$ cat config.mk
export PLATFORM = sky130hd
export DESIGN_NAME = rvv_backend_xrf_wb_arb_flat
export DESIGN_NICKNAME = d
export VERILOG_FILES = /design/src/rtl/rvv_backend_xrf_wb_arb_if.sv /design/src/rtl/rvv_backend_xrf_wb_arb.sv /design/src/flat_wrapper.sv
export SDC_FILE = /design/constraint.sdc
export NUM_CORES = 1
export LEC_CHECK = 0
export CAP_MARGIN = 20
export CORE_MARGIN = 8
export CORE_UTILIZATION = 35
export DETAILED_ROUTE_END_ITERATION = 6
export GPL_TIMING_DRIVEN = 0
export SLEW_MARGIN = 20
export SYNTH_ARGS = -nofsm -noshare
export SYNTH_HDL_FRONTEND = slang
export SYNTH_SLANG_ARGS = --single-unit
export TNS_END_PERCENT = 10
$ cat constraint.sdc
create_clock -name clk -period 6.7 [get_ports clk]
set_input_delay 0.67 -clock clk [delete_from_list [all_inputs] [get_ports clk]]
set_output_delay 0.67 -clock clk [all_outputs]
set_load 0.005 [all_outputs]
$ cat src/rtl/rvv_backend_xrf_wb_arb_if.sv
// Retire-to-RVS scalar writeback bus for rvv_backend_xrf_wb_arb.
//   retire side : rt_valid_i / rt_rd_i / rt_data_i -> rt_ready_o, flush_i
//   RVS side    : xrf_valid_o / xrf_rd_o / xrf_data_o <- xrf_ready_i
//   status      : occupancy_o (current queue entry count)
// Modport 'slave' is the arbiter; 'master' is the surrounding pipeline.
interface rvv_backend_xrf_wb_arb_if #(
  parameter int unsigned NUM_RT_UOP = 4,
  parameter int unsigned XLEN       = 32,
  parameter int unsigned DEPTH      = 8
);
  logic [NUM_RT_UOP-1:0]      rt_valid_i;
  logic [NUM_RT_UOP*5-1:0]    rt_rd_i;
  logic [NUM_RT_UOP*XLEN-1:0] rt_data_i;
  logic                       rt_ready_o;
  logic                       flush_i;
  logic                       xrf_valid_o;
  logic [4:0]                 xrf_rd_o;
  logic [XLEN-1:0]            xrf_data_o;
  logic                       xrf_ready_i;
  logic [$clog2(DEPTH):0]     occupancy_o;

  modport master (
    output rt_valid_i, rt_rd_i, rt_data_i, flush_i, xrf_ready_i,
    input  rt_ready_o, xrf_valid_o, xrf_rd_o, xrf_data_o, occupancy_o
  );

  modport slave (
    input  rt_valid_i, rt_rd_i, rt_data_i, flush_i, xrf_ready_i,
    output rt_ready_o, xrf_valid_o, xrf_rd_o, xrf_data_o, occupancy_o
  );
endinterface

$ cat src/rtl/rvv_backend_xrf_wb_arb.sv
// Scalar (XRF) writeback arbiter: queues up to NUM_RT_UOP retiring scalar
// results per cycle in program order (lane 0 oldest) and serialises them one
// per cycle toward the RVS. Trap flush discards everything queued.
// Ports: clk, rst (async, active-high), bus (rvv_backend_xrf_wb_arb_if.slave).
// Optional macro RVV_XRF_WB_ARB_BYPASS_EN: when the queue is empty, the oldest
// accepted lane is presented on the XRF port in the same cycle and is not
// stored if the RVS takes it.
module rvv_backend_xrf_wb_arb #(
  parameter int unsigned NUM_RT_UOP = 4,
  parameter int unsigned XLEN       = 32,
  parameter int unsigned DEPTH      = 8
) (
  input  logic                        clk,
  input  logic                        rst,
  rvv_backend_xrf_wb_arb_if.slave     bus
);
  localparam int unsigned PW = $clog2(DEPTH);
  localparam int unsigned CW = PW + 1;
  localparam logic [CW-1:0] READY_MAX = CW'(DEPTH - NUM_RT_UOP);

  logic [PW-1:0]         wr_ptr_q, wr_ptr_d;
  logic [PW-1:0]         rd_ptr_q, rd_ptr_d;
  logic [CW-1:0]         count_q, count_d;
  logic [CW-1:0]         npush;
  logic [4:0]            rd_mem_q   [DEPTH];
  logic [XLEN-1:0]       data_mem_q [DEPTH];
  logic [NUM_RT_UOP-1:0] lane_we;
  logic [NUM_RT_UOP-1:0] lane_skip;
  logic [PW-1:0]         lane_slot  [NUM_RT_UOP];
  logic                  rt_ready;
  logic                  accept;
  logic                  q_pop;
  logic                  xrf_valid;
  logic [4:0]            xrf_rd;
  logic [XLEN-1:0]       xrf_data;
`ifdef RVV_XRF_WB_ARB_BYPASS_EN
  logic                  byp_found;
`endif

  always_comb begin
    // Ready uses pre-pop count so it never depends on the RVS side.
    rt_ready  = !bus.flush_i && (count_q <= READY_MAX);
    accept    = rt_ready && (|bus.rt_valid_i);
    xrf_valid = (count_q != '0);
    xrf_rd    = rd_mem_q[rd_ptr_q];
    xrf_data  = data_mem_q[rd_ptr_q];
    lane_skip = '0;
`ifdef RVV_XRF_WB_ARB_BYPASS_EN
    byp_found = 1'b0;
    // accept already excludes flush, so bypass cannot reorder or leak on flush.
    if (accept && (count_q == '0)) begin
      xrf_valid = 1'b1;
      for (int unsigned i = 0; i < NUM_RT_UOP; i++) begin
        if (bus.rt_valid_i[i] && !byp_found) begin
          byp_found    = 1'b1;
          xrf_rd       = bus.rt_rd_i[5*i +: 5];
          xrf_data     = bus.rt_data_i[XLEN*i +: XLEN];
          lane_skip[i] = bus.xrf_ready_i;
        end
      end
    end
`endif
    q_pop = (count_q != '0) && bus.xrf_ready_i;

    // Compact valid lanes into consecutive slots starting at wr_ptr.
    npush   = '0;
    lane_we = '0;
    for (int unsigned i = 0; i < NUM_RT_UOP; i++) begin
      lane_slot[i] = wr_ptr_q + npush[PW-1:0];
      if (accept && bus.rt_valid_i[i] && !lane_skip[i]) begin
        lane_we[i] = 1'b1;
        npush      = npush + CW'(1);
      end
    end

    wr_ptr_d = wr_ptr_q + npush[PW-1:0];
    rd_ptr_d = rd_ptr_q + PW'(q_pop);
    count_d  = count_q + npush - CW'(q_pop);
    if (bus.flush_i) begin
      // No push is possible here (ready is low), so wr_ptr is already final.
      rd_ptr_d = wr_ptr_q;
      count_d  = '0;
    end
  end

  always_ff @(posedge clk or posedge rst) begin
    if (rst) begin
      wr_ptr_q <= '0;
      rd_ptr_q <= '0;
      count_q  <= '0;
    end else begin
      wr_ptr_q <= wr_ptr_d;
      rd_ptr_q <= rd_ptr_d;
      count_q  <= count_d;
    end
  end

  // Storage is intentionally not reset.
  always_ff @(posedge clk) begin
    for (int unsigned i = 0; i < NUM_RT_UOP; i++) begin
      if (lane_we[i]) begin
        rd_mem_q[lane_slot[i]]   <= bus.rt_rd_i[5*i +: 5];
        data_mem_q[lane_slot[i]] <= bus.rt_data_i[XLEN*i +: XLEN];
      end
    end
  end

  assign bus.rt_ready_o  = rt_ready;
  assign bus.xrf_valid_o = xrf_valid;
  assign bus.xrf_rd_o    = xrf_rd;
  assign bus.xrf_data_o  = xrf_data;
  assign bus.occupancy_o = count_q;
endmodule

$ cat src/flat_wrapper.sv
// flat-port wrapper written by rule: the top's interface ports become plain ports
module rvv_backend_xrf_wb_arb_flat 
#(
  parameter int unsigned NUM_RT_UOP = 4,
  parameter int unsigned XLEN       = 32,
  parameter int unsigned DEPTH      = 8
)
  (clk, rst, bus_rt_valid_i, bus_rt_rd_i, bus_rt_data_i, bus_flush_i, bus_xrf_ready_i, bus_rt_ready_o, bus_xrf_valid_o, bus_xrf_rd_o, bus_xrf_data_o, bus_occupancy_o);
  rvv_backend_xrf_wb_arb_if #(.NUM_RT_UOP(NUM_RT_UOP), .XLEN(XLEN), .DEPTH(DEPTH)) bus_i ();
  input  logic clk;
  input  logic rst;
  input wire logic [$bits(bus_i.rt_valid_i)-1:0] bus_rt_valid_i;
  input wire logic [$bits(bus_i.rt_rd_i)-1:0] bus_rt_rd_i;
  input wire logic [$bits(bus_i.rt_data_i)-1:0] bus_rt_data_i;
  input wire logic [$bits(bus_i.flush_i)-1:0] bus_flush_i;
  input wire logic [$bits(bus_i.xrf_ready_i)-1:0] bus_xrf_ready_i;
  output wire logic [$bits(bus_i.rt_ready_o)-1:0] bus_rt_ready_o;
  output wire logic [$bits(bus_i.xrf_valid_o)-1:0] bus_xrf_valid_o;
  output wire logic [$bits(bus_i.xrf_rd_o)-1:0] bus_xrf_rd_o;
  output wire logic [$bits(bus_i.xrf_data_o)-1:0] bus_xrf_data_o;
  output wire logic [$bits(bus_i.occupancy_o)-1:0] bus_occupancy_o;
  assign bus_i.rt_valid_i = bus_rt_valid_i;
  assign bus_i.rt_rd_i = bus_rt_rd_i;
  assign bus_i.rt_data_i = bus_rt_data_i;
  assign bus_i.flush_i = bus_flush_i;
  assign bus_i.xrf_ready_i = bus_xrf_ready_i;
  assign bus_rt_ready_o = bus_i.rt_ready_o;
  assign bus_xrf_valid_o = bus_i.xrf_valid_o;
  assign bus_xrf_rd_o = bus_i.xrf_rd_o;
  assign bus_xrf_data_o = bus_i.xrf_data_o;
  assign bus_occupancy_o = bus_i.occupancy_o;
  rvv_backend_xrf_wb_arb #(.NUM_RT_UOP(NUM_RT_UOP), .XLEN(XLEN), .DEPTH(DEPTH)) u_core (.clk(clk), .rst(rst), .bus(bus_i));
endmodule
==> results of run 1 <==
==> how the worst min path moves through the flow <==
| stage | from | depth (start not counted) | endpoint |
|---|---|---|---|
| 6_report | rst | 2 | u_core.wr_ptr_q[2]$_DFF_PP0_ |
| 5_1_grt | bus_flush_i | 2 | u_core.bus.occupancy_o[2]$_DFF_PP0_ |
| 4_1_cts | bus_flush_i | 2 | u_core.bus.occupancy_o[2]$_DFF_PP0_ |
| 3_5_place_dp | u_core.rd_ptr_q[0]$_DFF_PP0_ | 2 | u_core.rd_ptr_q[0]$_DFF_PP0_ |
| 3_3_place_gp | u_core.rd_ptr_q[1]$_DFF_PP0_ | 2 | u_core.rd_ptr_q[1]$_DFF_PP0_ |
| 2_1_floorplan | rst | 1 | u_core.bus.occupancy_o[0]$_DFF_PP0_ |
==> layout by cell type, fill, tap and decap left out, types with 12 or more instances in the layout <==
master | Yosys | final
diode_2 | 0 | 16
xnor2_1 | 12 | 12
ha_1 | 16 | 16
clkbuf_1 | 114 | 119
edfxtp_1 | 296 | 296
a2bb2oi_1 | 296 | 296
buf_2 | 85 | 85
inv_1 | 17 | 17
nand2_1 | 29 | 26
clkbuf_16 | 0 | 38
mux4_2 | 74 | 74
o22ai_1 | 296 | 296
mux2_2 | 335 | 335
buf_4 | 9 | 27
buf_1 | 80 | 80
clkdlybuf4s50_1 | 0 | 85
==> sequential cells by signal, summed over array words and instances, names as in the netlist <==
| signal | flops |
|---|---|
| u_core.bus.occupancy_o | 4 |
| u_core.rd_ptr_q | 3 |
| u_core.wr_ptr_q | 3 |
| u_core.data_mem_q | 256 |
| u_core.rd_mem_q | 40 |
==> cells by family after synthesis <==
kind of cell / after synthesis / synth area share (%)
mux: 411 / 25.5
xor+xnor: 17 / 0.855
simple gates: 68 / 1.67
flops: 306 / 42.8
buf+inv: 307 / 6.08
compound gates: 620 / 21.8
fa+ha+maj: 20 / 1.31
==> area by class of cell <==
cell class	instances	area [um2]
Timing Repair Buffer	114	1150
Tap cell	782	978
Clock inverter	19	126
Multi-Input combinational cell	1136	11000
Antenna cell	16	40.0
Clock buffer	44	973
Inverter	18	67.6
Buffer	289	1230
Sequential cell	306	9140
Fill cell	5726	35700
==> where the power goes <==
| part | leakage [nW] | total (W) | internal, W | switching [W] |
|---|---|---|---|---|
| sequential | 2.82 | 0.00308 | 0.00292 | 0.000161 |
| combinational | 4.80 | 0.00618 | 0.00264 | 0.00353 |
| clock | 0.538 | 0.00191 | 0.00107 | 0.000841 |
| total | 8.16 | 0.0112 | 0.00663 | 0.00454 |
==> per-layer routing <==
| layer | vias to the layer above | part of all wire (%) | global-route usage [%] |
|---|---|---|---|
| met3 | 352 | 12 | 7.36 |
| li1 | 7487 | - | - |
| met5 | - | 0.040 | 0 |
| met4 | 6 | 4.9 | 11.2 |
| met2 | 1444 | 46 | 40.2 |
| met1 | 9067 | 37 | 30.3 |
==> worst max-delay path, cell delays in order, from the launching register on <==
cell      delay (ns)
dfrtp_1         0.41
o21ai_1         0.44
nand3_1         0.33
inv_1           0.23
ha_1            0.24
ha_1            0.17
inv_1           0.05
fa_1            0.46
xnor2_1         0.73
nand2_1         0.14
a21oi_1         0.26
buf_2           0.39
buf_2           0.37
inv_1           0.07
o211ai_1        0.23
buf_4           0.26
buf_4           0.20
buf_4           0.20
==> metrics by stage <==
stage | power, W | area (um2) | utilization [%]
floorplan | 0.00668 | 21400 | -
CTS | 0.0110 | 24600 | 40.8
global placement | 0.00897 | 23200 | 38.4
finish | 0.0112 | 24700 | 40.9
global route | 0.0115 | 24700 | 40.9
detailed placement | 0.00912 | 23500 | 39.0
==> run metrics, run 1 <==
#FFs+latches synth 306; Synth top cells by count 335 x mux2_2, 296 x a2bb2oi_1, 296 x edfxtp_1, 296 x o22ai_1, 114 x clkbuf_1; min Tclk post-route 5.48 ns; Post-synth ARST share 3.27%; 1st-iter DRT viols 2,571; Crit. Startpoint u_core.bus.occupancy_o[1]$_DFF_PP0_; Setup crit end u_core.data_mem_q[7][13]$_DFFE_PP_; drt via density 6.74; die area 69,200 um2; Syn Inst Count 1,749; Resized Gates After CTS 0; maximum vdd drop 255 uV; Worst setup EP type flop; top cells by area, synth edfxtp_1 42%, mux2_2 18%, a2bb2oi_1 12%, o22ai_1 8.7%, mux4_2 7.8%; die height 263 um; sequential fraction of the synthesis area 42.8%; MaxCap Viol Count 0; largest net degree at the start of global routing 28; worst min-delay path category in -> async; clock sinks 306; GR Overflow Total 0; 1st-pass router iterations 7; final setup fails 0; vias 18,400; Worst Path Required 6.98 ns; Synth area leader edfxtp_1; worst skew pair latency 0.58 ns; Tcrit/Tclk final 81.9%; actual slew at the worst max-slew pin 1.13 ns; port bufs 85; average size of a mapped cell 12.2 um2; RR Endpoint u_core.data_mem_q[7][13]$_DFFE_PP_; Syn Nets 1,925; P per Cell Area 452 nW/um2; root buffer selected by CTS clkbuf_16; Final Hold Fails 0; outcome completed; hpwl dp 60.8 mm; Achievable Freq 182 MHz; CTS H-tree lvls 2; most instantiated library cell after synthesis mux2_2; WHS 0.415 ns; Clock Pin Slew Worst Setup and Hold Paths 0.06 ns; clock buffer depth 3; Site Rows 90; I/O pins 199; Post-synth EDFFs 296; drt drc 0; Initial Utilization 35.4%; antenna violations before repair 19; Setup Skew 0.0368 ns; Die W 263 um; Setup WS post-layout 1.22 ns; RSZ-0062 raised after global routing false; # hold bufs at CTS 0; Final ANT Viol Nets 0; yosys warns 0; routability cong. 0.918; post-synth top area share 41.6%; CP Class reg -> reg; R2R depth 17; final cell count without fillers 2,724; relative slew slack 24.6%; setup TNS 0 ns; WL/cell 33.0 um; Num CTS Buffers 36; FF-to-FF Start u_core.bus.occupancy_o[1]$_DFF_PP0_; total wire length 89.9 mm; ys flop type edfxtp_1; all-layer global routing usage 24.8%; crit-path max FO 10; number of global-route vias before repair 18,700; distinct cell type count after synthesis 47; CTS tree yes; startpoint class of the critical path flop; Reg2Reg Setup Slack 1.22 ns; core area 60,400 um2; share of layout cells above drive strength 1 31.2%; net total in the final layout 2,077; leak pwr 8.16 nW; first-pass GRT wire length 130 mm; post-CTS setup buffer count 0; Pins Over Slew Limit 0; WP data arrival 5.76 ns; Area Overhead vs Synth 15.5%; Syn Std Cell Area 21,400 um2; placed cell count 2,645; DP Worst Slack 1.01 ns
Power figures use the tool's default switching activity.
==> run 2: changes to the inputs <==
clock period = 5.34 ns   (was 6.7 ns; I/O delays follow)
==> run metrics, run 2 (synthesized netlist as in run 1, its figures left out) <==
outcome finished with violations (was completed); failing checks design-rule violations; Final Hold Fails 0 (unchanged); final cell count without fillers 2,724 (unchanged); Achievable Freq 194 MHz (was 182 MHz); CP most frequent cell buf_4; Num CTS Buffers 36 (unchanged); port bufs 85 (unchanged); total power 0.0140 W (was 0.0112 W); drt via density 6.70 (was 6.74); Site Rows 90 (unchanged); Setup Skew 0.0286 ns (was 0.0368 ns); die area 69,200 um2 (unchanged); met2 wire len 40.9 mm (was 41.7 mm); Final Util 41.0% (was 40.9%); Stages on worst setup path 19 (was 17); CP Buf/Inv Count 10 (was 8); maximum vdd drop 275 uV (was 255 uV); CTS H-tree lvls 2 (unchanged); GR Overflow Total 0 (unchanged); MaxCap Viol Count 0 (unchanged); core area 60,400 um2 (unchanged); placed cell count 2,642 (was 2,645); clock buffer depth 3 (unchanged); critical-path cell list o21ai_2, nand3_1, inv_1, ha_1, ha_1, inv_1, fa_1, xor2_2, nand2_1, a21oi_1, buf_2, buf_2, inv_1, o211ai_1, buf_4, buf_4, buf_4, buf_4, buf_4 (was o21ai_1, nand3_1, inv_1, ha_1, ha_1, inv_1, fa_1, xnor2_1, nand2_1, a21oi_1, buf_2, buf_2, inv_1, o211ai_1, buf_4, buf_4, buf_4); first-pass GRT wire length 128 mm (was 130 mm); P per Cell Area 567 nW/um2 (was 452 nW/um2); die height 263 um (unchanged); I/O pins 199 (unchanged); Worst path top cell family by delay buffers and inverters (unchanged); relative slew slack 21.7% (was 24.6%); share of layout cells above drive strength 1 31.3% (was 31.2%); WL/cell 32.7 um (was 33.0 um); hpwl dp 60.4 mm (was 60.8 mm); Initial Utilization 35.4% (unchanged); Slowest Stage Delay on Critical Path 0.51 ns (was 0.73 ns); Slowest-stage cell, CP fa_1 (was xnor2_1); WHS 0.265 ns (was 0.415 ns); 1st-pass router iterations 7 (unchanged); Clock Pin Slew Worst Setup and Hold Paths 0.06 ns (about the same); number of global-route vias before repair 18,400 (was 18,700); RSZ-0062 raised after global routing false (unchanged); Area Overhead vs Synth 15.7% (was 15.5%); largest net degree at the start of global routing 32 (was 28); Pins Over Slew Limit 0 (unchanged); vias 18,300 (was 18,400); CTS tree yes (unchanged); CP Class reg -> reg (unchanged); DP Worst Slack -0.354 ns (was 1.01 ns); Final ANT Viol Nets 0 (unchanged); most frequent cells in the layout 335 x mux2_2, 296 x o22ai_1, 296 x a2bb2oi_1, 296 x edfxtp_1, 123 x clkbuf_1 (was 335 x mux2_2, 296 x o22ai_1, 296 x a2bb2oi_1, 296 x edfxtp_1, 119 x clkbuf_1); drt drc 1 (was 0); total wire length 89.0 mm (was 89.9 mm); all-layer global routing usage 24.5% (was 24.8%); antenna violations before repair 15 (was 19); WP data arrival 5.43 ns (was 5.76 ns); leak pwr 8.19 nW (was 8.16 nW); 1st-iter DRT viols 2,716 (was 2,571); crit-path max FO 10 (unchanged); Setup WS post-layout 0.175 ns (was 1.22 ns); Tcrit/Tclk final 96.7% (was 81.9%); max reg flops 256 (unchanged); worst min-delay path category in -> async (unchanged); R2R depth 19 (was 17); min Tclk post-route 5.16 ns (was 5.48 ns); clock sinks 306 (unchanged); worst skew pair latency 0.58 ns (about the same); commonest non-fill, non-tap cell in the layout mux2_2 (unchanged); met1 wire length 33.2 mm (was 33.0 mm); routability cong. 0.913 (was 0.918); final setup fails 0 (unchanged); net total in the final layout 2,079 (was 2,077); actual slew at the worst max-slew pin 1.17 ns (was 1.13 ns); Worst setup EP type flop (unchanged); Highest Signal Layer met5 (unchanged); startpoint class of the critical path flop (unchanged); met3 WL post-DR 10.4 mm (was 10.8 mm); root buffer selected by CTS clkbuf_16 (unchanged); Die W 263 um (unchanged); Worst Path Required 5.61 ns (was 6.98 ns)
==> run 2: layer usage <==
layer / track usage, % / vias to the layer above
met4: 10.8 / 8
met5: 0 / -
met2: 39.7 / 1432
li1: - / 7500
met3: 6.95 / 350
met1: 30.2 / 8966
==> run 2: timing repair <==
| item | in CTS | in global routing |
|---|---|---|
| setup buffers | 0 | 5 |
| hold buffers | 0 | 0 |
| setup endpoints to repair | 12 | 12 |
| endpoints found under the hold margin | 0 | 0 |
| gates resized for setup | 2 | 1 |
| pin swaps | 0 | 1 |
==> run 2: metrics by stage <==
step                TNS (ns)  area [um2]
global route               0       24700
floorplan                  0       21400
finish                     0       24700
global placement     -476.60       23200
CTS                        0       24600
detailed placement     -7.02       23500
==> run 2: cell type report <==
type,instances,area (um2)
diodes,12,30.0
well taps,782,978
multi-input cells,1136,11000
fillers,5669,35600
inverters,18,67.6
clock inverters,16,87.6
flip-flops and latches,306,9140
plain buffers,289,1230
repair buffers,116,1190
clock buffers,49,1000
==> run 2: worst reg2reg max path: stages (launching register included) <==
cell and delay, ns:
dfrtp_1 0.42, o21ai_2 0.33, nand3_1 0.31, inv_1 0.23, ha_1 0.24, ha_1 0.17, inv_1 0.05, fa_1 0.51
xor2_2 0.43, nand2_1 0.14, a21oi_1 0.22, buf_2 0.35, buf_2 0.38, inv_1 0.09, o211ai_1 0.10, buf_4 0.20
buf_4 0.17, buf_4 0.17, buf_4 0.17, buf_4 0.19
==> run 2: final timing paths <==
kind                       slack, ns                           startpoint                             endpoint
max in group asynchronous       4.79                                  rst         u_core.rd_ptr_q[1]$_DFF_PP0_
hold / removal                  0.27                                  rst         u_core.wr_ptr_q[2]$_DFF_PP0_
min in group clk                0.28                          bus_flush_i  u_core.bus.occupancy_o[3]$_DFF_PP0_
setup / recovery                0.18  u_core.bus.occupancy_o[0]$_DFF_PP0_    u_core.data_mem_q[3][8]$_DFFE_PP_
hold reg to reg                 0.66         u_core.rd_ptr_q[0]$_DFF_PP0_         u_core.rd_ptr_q[0]$_DFF_PP0_
setup reg to reg                0.18  u_core.bus.occupancy_o[0]$_DFF_PP0_    u_core.data_mem_q[3][8]$_DFFE_PP_
==> run 2: power by group <==
part	internal, W	leakage (nW)	switching [W]	total, W
logic	0.00335	4.84	0.00442	0.00777
registers	0.00366	2.82	0.000211	0.00387
clock network	0.00132	0.529	0.00106	0.00238
==> run 3: changes to the inputs <==
GPL_TIMING_DRIVEN = default   (was 0)
==> run metrics, run 3 (synthesized netlist as in run 1, its figures left out) <==
outcome completed (was finished with violations); largest net degree at the start of global routing 137 (was 32); clock buffer depth 3 (unchanged); Sequential cell area 9150 um2 (was 9140 um2); WL/cell 32.2 um (was 32.7 um); Final Cell Area 25,200 um2 (was 24,700 um2); 1st-pass router iterations 6 (was 7); crit-path max FO 28 (was 10); all-layer global routing usage 23.0% (was 24.5%); vias 17,500 (was 18,300); root buffer selected by CTS clkbuf_16 (unchanged); R2R depth 12 (was 19); total wire length 83.4 mm (was 89.0 mm); CTS H-tree lvls 2 (unchanged); Reg power frac 29.9% (was 27.6%); Reg2Reg Setup Slack 0.84 ns (was 0.18 ns); core area 60,400 um2 (unchanged); Slowest-stage cell, CP buf_4 (was fa_1); Final Util 41.7% (was 41.0%); maximum vdd drop 335 uV (was 275 uV); die area 69,200 um2 (unchanged); port bufs 198 (was 85); RSZ-0062 raised after global routing false (unchanged); first-pass GRT wire length 122 mm (was 128 mm); most frequent cells in the layout 335 x mux2_2, 296 x o22ai_1, 296 x a2bb2oi_1, 296 x edfxtp_1, 198 x clkdlybuf4s50_1 (was 335 x mux2_2, 296 x o22ai_1, 296 x a2bb2oi_1, 296 x edfxtp_1, 123 x clkbuf_1); RR Endpoint u_core.data_mem_q[5][22]$_DFFE_PP_ (was u_core.data_mem_q[3][8]$_DFFE_PP_); min Tclk post-route 4.50 ns (was 5.16 ns); Resized Gates After CTS 0 (was 2); P per Cell Area 546 nW/um2 (was 567 nW/um2); startpoint class of the critical path flop (unchanged); hpwl dp 50.3 mm (was 60.4 mm); Initial Utilization 35.4% (unchanged); GR Overflow Total 0 (unchanged); die height 263 um (unchanged); number of global-route vias before repair 18,300 (was 18,400); antenna violations before repair 4 (was 15); setup TNS 0 ns (unchanged); CP Class reg -> reg (unchanged); net total in the final layout 1,955 (was 2,079); Worst setup EP type flop (unchanged); relative slew slack 26.9% (was 21.7%); Die W 263 um (unchanged); Worst Path Required 5.63 ns (was 5.61 ns); Num CTS Buffers 37 (was 36); worst skew pair latency 0.56 ns (was 0.58 ns); Site Rows 90 (unchanged); Tcrit/Tclk final 84.3% (was 96.7%); routability cong. 0.827 (was 0.913); Slowest Stage Delay on Critical Path 0.51 ns (about the same); area of the multi-input gates 11,100 um2 (was 11,000 um2); share of layout cells above drive strength 1 32.2% (was 31.3%); WP data arrival 4.79 ns (was 5.43 ns); MaxCap Viol Count 0 (unchanged); critical-path cell list o21ai_1, nand3_1, inv_1, ha_1, xnor2_1, ha_1, fa_1, xor2_2, xnor2_1, and3_2, buf_4, mux2_2 (was o21ai_2, nand3_1, inv_1, ha_1, ha_1, inv_1, fa_1, xor2_2, nand2_1, a21oi_1, buf_2, buf_2, inv_1, o211ai_1, buf_4, buf_4, buf_4, buf_4, buf_4); Sw Pwr 0.00542 W (was 0.00569 W); worst min-delay path category in -> async (unchanged); P_int 0.00833 W (was 0.00832 W); clock sinks 306 (unchanged); FF-to-FF Start u_core.bus.occupancy_o[0]$_DFF_PP0_ (unchanged); final setup fails 0 (unchanged); sw frac 39.4% (was 40.6%); Area Overhead vs Synth 17.8% (was 15.7%); final cell count without fillers 2,589 (was 2,724); Final ANT Viol Nets 0 (unchanged); Achievable Freq 222 MHz (was 194 MHz); drt drc 0 (was 1); clock network power share 17.2% (was 17.0%); placed cell areas 24,100 um2 (was 23,500 um2); Pins Over Slew Limit 0 (unchanged); actual slew at the worst max-slew pin 1.10 ns (was 1.17 ns); commonest non-fill, non-tap cell in the layout mux2_2 (unchanged); placed cell count 2,522 (was 2,642); Crit. Startpoint u_core.bus.occupancy_o[0]$_DFF_PP0_ (unchanged); CTS tree yes (unchanged); Filler Cells Inserted 5,566 (was 5,669); drt via density 6.77 (was 6.70); Clock Pin Slew Worst Setup and Hold Paths 0.05 ns (was 0.06 ns); I/O pins 199 (unchanged); 1st-iter DRT viols 2,177 (was 2,716); Comb power frac 52.9% (was 55.4%); leak pwr 8.32 nW (was 8.19 nW); max reg flops 256 (unchanged); post-CTS setup buffer count 0 (unchanged); Setup Skew 0.0305 ns (was 0.0286 ns); # hold bufs at CTS 0 (unchanged); Final Hold Fails 0 (unchanged)
run 3: cell types whose count changed in the layout (fill, tap and decap cells not counted), moves of 12 or more:
cell	change
buf_2	-85
nand2_2	+15
clkdlybuf4s50_1	+113
clkbuf_1	-111
buf_1	-80
buf_4	+40
nand2_1	-12
run 3: area by class of cell:
type,instances,area share [%]
inverter,18,0.298
clock inverter,15,0.398
sequential,306,36.3
timing repair buffer,280,10.9
clock buffer,50,3.91
multi-input combinational,1136,44.2
tap,782,3.89
antenna,2,0.0199
run 3: critical path: cells and delay by family, from the launching register on:
family	cells	cell delay (ns)
compound gates	1	0.46
xor+xnor	3	0.72
fa+ha+maj	3	0.95
buf+inv	2	0.70
flops	1	0.43
mux	1	0.40
simple gates	2	0.59
run 3: how the worst max path moves through the flow:
stage          slack, ns  cells after the start                                  to
4_1_cts             0.84                     12  u_core.data_mem_q[5][28]$_DFFE_PP_
6_report            0.84                     12  u_core.data_mem_q[5][22]$_DFFE_PP_
3_5_place_dp        0.48                     13  u_core.data_mem_q[5][10]$_DFFE_PP_
3_3_place_gp        0.62                     13  u_core.data_mem_q[5][29]$_DFFE_PP_
2_1_floorplan       0.59                     15   u_core.data_mem_q[7][0]$_DFFE_PP_
5_1_grt             0.62                     12  u_core.data_mem_q[5][15]$_DFFE_PP_
run 3: metal layers:
metal / vias up / GRT usage (%) / wire length, um
met2: 1200 / 38.1 / 39700
met3: 288 / 4.54 / 8110
li1: 7234 / - / -
met5: - / 0 / 27
met1: 8796 / 28.4 / 31300
met4: 4 / 11.3 / 4310
run 3: power by group through the flow:
stage	Combinational, W	Sequential (W)	Clock (W)
2_1_floorplan	0.00451	0.00387	0
3_3_place_gp	0.00704	0.00412	0
3_5_place_dp	0.00716	0.00416	0
4_1_cts	0.00719	0.00411	0.00240
5_1_grt	0.00762	0.00416	0.00248
6_report	0.00727	0.00411	0.00237
run 3: per-stage QoR:
step	total power [W]	hold WS [ns]	setup slack, ns
floorplan	0.00838	0.374	0.588
global placement	0.0112	0.775	0.620
detailed placement	0.0113	0.794	0.477
CTS	0.0137	0.285	0.839
global route	0.0143	0.331	0.624
finish	0.0137	0.296	0.838
